## src/rtl/clk_divn_prog.sv

```systemverilog
// clk_divn_prog: runtime-programmable 50%-duty integer clock divider with period tick.
// Define CLK_DIVN_GATE_EN to add the boundary-sampled output enable port en.
module clk_divn_prog #(
  parameter int WIDTH     = 8,
  parameter int DEFAULT_N = 5
) (
  input  logic             clk,
  input  logic             reset_n,
`ifdef CLK_DIVN_GATE_EN
  input  logic             en,
`endif
  input  logic [WIDTH-1:0] div_in,
  input  logic             div_load,
  output logic             clk_out,
  output logic             tick,
  output logic [WIDTH-1:0] div_cur,
  output logic             pend,
  output logic             div_err
);
  localparam logic [WIDTH-1:0] DEF = WIDTH'(DEFAULT_N);
  if (DEFAULT_N < 2 || DEFAULT_N > (1 << WIDTH) - 1) begin : g_bad_default
    $error("clk_divn_prog: DEFAULT_N out of range 2..2^WIDTH-1");
  end
  logic [WIDTH-1:0] r_cnt, r_div_cur, r_div_pend, w_cnt_nx, w_div_nx;
  logic             r_pend, r_hi_p, r_hi_n, r_tick, r_err, r_odd, r_en;
  logic             w_bnd, w_en_nx, w_ld_ok, w_en_in;
`ifdef CLK_DIVN_GATE_EN
  assign w_en_in = en;
`else
  assign w_en_in = 1'b1;
`endif
  always_comb begin
    w_bnd    = r_cnt == r_div_cur - 1'b1;
    w_cnt_nx = w_bnd ? '0 : r_cnt + 1'b1;
    w_div_nx = (w_bnd && r_pend) ? r_div_pend : r_div_cur;
    w_en_nx  = w_bnd ? w_en_in : r_en;
    w_ld_ok  = div_load && div_in >= WIDTH'(2);
  end
  // A load in the boundary cycle re-arms pend, so it waits for the following boundary.
  always_ff @(posedge clk or negedge reset_n) begin
    if (!reset_n) begin
      r_cnt      <= DEF - 1'b1;
      r_div_cur  <= DEF;
      r_div_pend <= '0;
      r_pend     <= 1'b0;
      r_odd      <= DEF[0];
      r_en       <= 1'b1;
      r_hi_p     <= 1'b0;
      r_tick     <= 1'b0;
      r_err      <= 1'b0;
    end else begin
      r_cnt      <= w_cnt_nx;
      r_div_cur  <= w_div_nx;
      r_odd      <= w_div_nx[0];
      r_en       <= w_en_nx;
      r_hi_p     <= w_en_nx && (w_cnt_nx < (w_div_nx >> 1));
      r_tick     <= w_en_nx && (w_cnt_nx == '0);
      r_err      <= div_load && div_in < WIDTH'(2);
      r_div_pend <= w_ld_ok ? div_in : r_div_pend;
      r_pend     <= w_ld_ok || (r_pend && !w_bnd);
    end
  end
  // Half-cycle extension for odd divisors; always 0 at a boundary.
  always_ff @(negedge clk or negedge reset_n) begin
    if (!reset_n) r_hi_n <= 1'b0;
    else          r_hi_n <= r_hi_p;
  end
  assign clk_out = r_odd ? (r_hi_p | r_hi_n) : r_hi_p;
  assign tick    = r_tick;
  assign div_cur = r_div_cur;
  assign pend    = r_pend;
  assign div_err = r_err;
endmodule
```

## config.mk

```make
export PLATFORM = sky130hd
export DESIGN_NAME = clk_divn_prog
export DESIGN_NICKNAME = d
export VERILOG_FILES = /design/src/rtl/clk_divn_prog.sv
export SDC_FILE = /design/constraint.sdc
export NUM_CORES = 1
export LEC_CHECK = 0
export CAP_MARGIN = 5
export CELL_PAD_IN_SITES_DETAIL_PLACEMENT = 0
export CELL_PAD_IN_SITES_GLOBAL_PLACEMENT = 1
export CORE_MARGIN = 8
export CORE_UTILIZATION = 30
export DETAILED_ROUTE_END_ITERATION = 16
export DONT_BUFFER_PORTS = 1
export PLACE_DENSITY_LB_ADDON = 0.1
export SETUP_SLACK_MARGIN = 0.1
export SYNTH_ARGS = -nofsm -noshare
export SYNTH_HDL_FRONTEND = slang
export SYNTH_SLANG_ARGS = --single-unit
```

## constraint.sdc

```tcl
create_clock -name clk -period 9.64 [get_ports clk]
set_input_delay 1.928 -clock clk [delete_from_list [all_inputs] [get_ports clk]]
set_output_delay 1.928 -clock clk [all_outputs]
set_load 0.02 [all_outputs]
```

==> impl_metrics.json <==
{
  "drtPass1Iterations": 4,
  "reg2reg_slack_ns": 4.29,
  "p_sw_uw": 52.0,
  "synth_nets": 200,
  "drv_cap": 0,
  "worstSetupPathType": "register to primary output",
  "ys_seq_elements": 30,
  "drive_gt1_frac": 0.131,
  "cts_root_buffer": "clkbuf_8",
  "p_leak_nw": 0.938,
  "cts_buffers": 5,
  "synth_cell_type_count": 48,
  "syn_avg_cell_area_um2": 10.1,
  "drc": 0,
  "hold_class": "register to register",
  "syn_area_um2": 1830,
  "grt_pass1_vias": 1312,
  "final_max_slew_viol_count": 0,
  "dieArea_um2": 8860,
  "cts_num_sinks": 30,
  "critical_path.endpoint": "clk_out",
  "place_congestion": 0.753,
  "hold_slack_ns": 0.487,
  "insertion_delay_ns": 0.29,
  "areaGrowthSynthToFinish_pct": 7.38,
  "grt_usage": 0.102,
  "cts_tree": "done",
  "h-tree-depth": 2,
  "multi_input_comb_area_um2": 996,
  "p_int_uw": 207,
  "max_slew_margin": 0.660,
  "diodes": 0,
  "worstMarginPinSlew_ns": 0.510,
  "gr-total-overflow": 0,
  "total_power_uw": 259,
  "stdcell_count": 251,
  "avgRoutedWirePerCell_um": 16.4,
  "combinationalPowerShare": 0.017,
  "clk_pin_slew_ns": 0.07,
  "pwr-share-clk": 0.476,
  "critPathLaunch": "r_hi_n",
  "grt_max_degree": 31,
  "synth-async-reset-ratio": 1.00,
  "power_frac_seq": 0.508,
  "cp_num_cells": 1,
  "die_y_um": 94.1,
  "power-per-cell-area_nw_per_um2": 132,
  "cp_cell_sequence": "a21o_1",
  "fin_skew_ns": 0.00841,
  "start_util": 0.309,
  "r2r_start": "r_hi_p",
  "port_buffers": 0,
  "ir_drop_mv": 0.0691,
  "cp-start-kind": "register",
  "cp-end-kind": "primary output",
  "io_pins": 23,
  "cts-resized-gates": 0,
  "rows": 28,
  "vias_per_cell": 4.93,
  "worst_path_max_delay_cell": "dfrtn_1",
  "worstPathArrival_ns": 5.71,
  "grt_pass1_wl_um": 6990,
  "swShare": 0.201,
  "routed_wl_um": 4110,
  "ys_seq_area_frac": 0.413,
  "finalSetupViolations": 0,
  "core_um2": 5920,
  "rr_endpoint": "r_hi_n",
  "seqCellArea_um2": 756,
  "reg2reg_depth": 0,
  "synth_edf_count": 0,
  "ys.flop_type": "dfrtp_1",
  "crit_fanout": 1,
  "hpwl_um": 3240,
  "ys.warnings.count": 0,
  "die-width_um": 94.1,
  "cts_setup_buffers": 0,
  "tns_ns": 0,
  "cts_hold_buf": 0,
  "hold_viol_final": 0,
  "clock_path_buffers": 2,
  "cp_top_family": "flip-flops",
  "ant_nets": 0,
  "fin_nets": 194,
  "status": "completed",
  "fill_cells": 610,
  "via_count": 1238,
  "drt-initial-drc-count": 44,
  "antenna_found_initial": 0,
  "slowest_delay_ns": 0.38,
  "utilization": 0.332,
  "placedCellCount": 243,
  "crit_buf_inv": 0,
  "worstPathRequired_ns": 7.71,
  "synth_cells": 181,
  "rsz0062_at_grt": "no"
}
## layout make-up
class / count / area share
Clock buffer: 5 / 0.0350
Clock inverter: 3 / 0.0204
Inverter: 3 / 0.00573
Multi-Input combinational cell: 135 / 0.507
Sequential cell: 30 / 0.384
Tap cell: 75 / 0.0477
## cell usage after synthesis (all sizes together), types with 2 or more instances
library cell,instances,area (µm²)
a21o,5,37.5
dfstp,4,105
nor2b,4,25.0
mux2,9,116
xnor2,6,52.6
nor4,2,27.5
buf,6,41.3
clkbuf,7,26.3
a21oi,5,25.0
nand2,24,92.6
nand3,5,30.0
nand4,3,18.8
o21ai,5,25.0
mux2i,7,70.1
a211oi,3,27.5
o211a,2,20.0
dfrtp,25,626
and2,4,27.5
nor2,12,45.0
nor3,3,15.0
xor2,8,70.1
and3b,2,17.5
inv,3,11.3
nand2b,5,31.3
and3,2,12.5
ha,8,100
## worst min-delay path by stage
stage / startpoint / end / slack [ns] / cells after the start
floorplan: r_div_pend[0] / div_cur[0] / 0.46 / 1
CTS: r_div_pend[0] / r_div_pend[0] / 0.50 / 1
global route: r_div_pend[0] / r_div_pend[0] / 0.53 / 1
detailed placement: r_div_pend[0] / r_div_pend[0] / 0.48 / 1
finish: r_div_pend[0] / r_div_pend[0] / 0.49 / 1
global placement: r_div_pend[0] / div_cur[0] / 0.48 / 1
## layer usage
| metal | share of wire | vias to the layer above | GRT usage |
|---|---|---|---|
| li1 | - | 613 | - |
| met1 | 0.46 | 595 | 0.123 |
| met2 | 0.47 | 26 | 0.162 |
| met3 | 0.059 | 4 | 0.0352 |
| met4 | 0.0092 | 0 | 0.0396 |
| met5 | 0 | - | 0 |
## state kept, by name, summed over array words and instances, names as in the netlist
register and cells:
div_cur 8, div_err 1, pend 1, r_cnt 8
r_div_pend 8, r_en 1, r_hi_n 1, r_hi_p 1
tick 1
## per-stage QoR
step | instance area (µm²) | setup WS [ns]
4_1_cts | 1970 | 1.99
3_5_place_dp | 1860 | 2.30
2_1_floorplan | 1830 | 2.33
6_report | 1970 | 2.00
3_3_place_gp | 1860 | 2.31
5_1_grt | 1970 | 1.97
## placed cells by master, fill, tap and decap left out, types with 5 or more instances in the layout
| cell | Yosys | layout |
|---|---|---|
| dfrtp_1 | 25 | 25 |
| nand2_1 | 23 | 23 |
| nor2_1 | 12 | 12 |
| xor2_1 | 8 | 8 |
| ha_1 | 8 | 8 |
| mux2i_1 | 7 | 7 |
| xnor2_1 | 6 | 6 |
| a21oi_1 | 5 | 5 |
| nand2b_1 | 5 | 5 |
| a21o_1 | 5 | 5 |
| mux2_1 | 5 | 5 |
| clkbuf_8 | 0 | 5 |
## power groups by stage
stage	Sequential [mW]	Clock (mW)	Combinational, mW
floorplan	0.133	0	0.00422
global placement	0.134	0	0.00443
detailed placement	0.134	0	0.00453
CTS	0.132	0.128	0.00455
global route	0.132	0.132	0.00524
finish	0.132	0.123	0.00436
## cells by family (layout without fill, tap and decap cells)
| logic type | after synthesis | count (layout) | synth area share |
|---|---|---|---|
| adders and majority gates | 8 | 8 | 0.0547 |
| DFF | 30 | 30 | 0.413 |
| AOI/OAI and AO/OA | 28 | 28 | 0.120 |
| and+or+nand+nor | 69 | 69 | 0.201 |
| xor gates and xnor gates | 14 | 14 | 0.0670 |
| muxes | 16 | 16 | 0.102 |
| buffers and inverters | 16 | 11 | 0.0431 |
No activity file was read; power rests on OpenSTA's default activity.
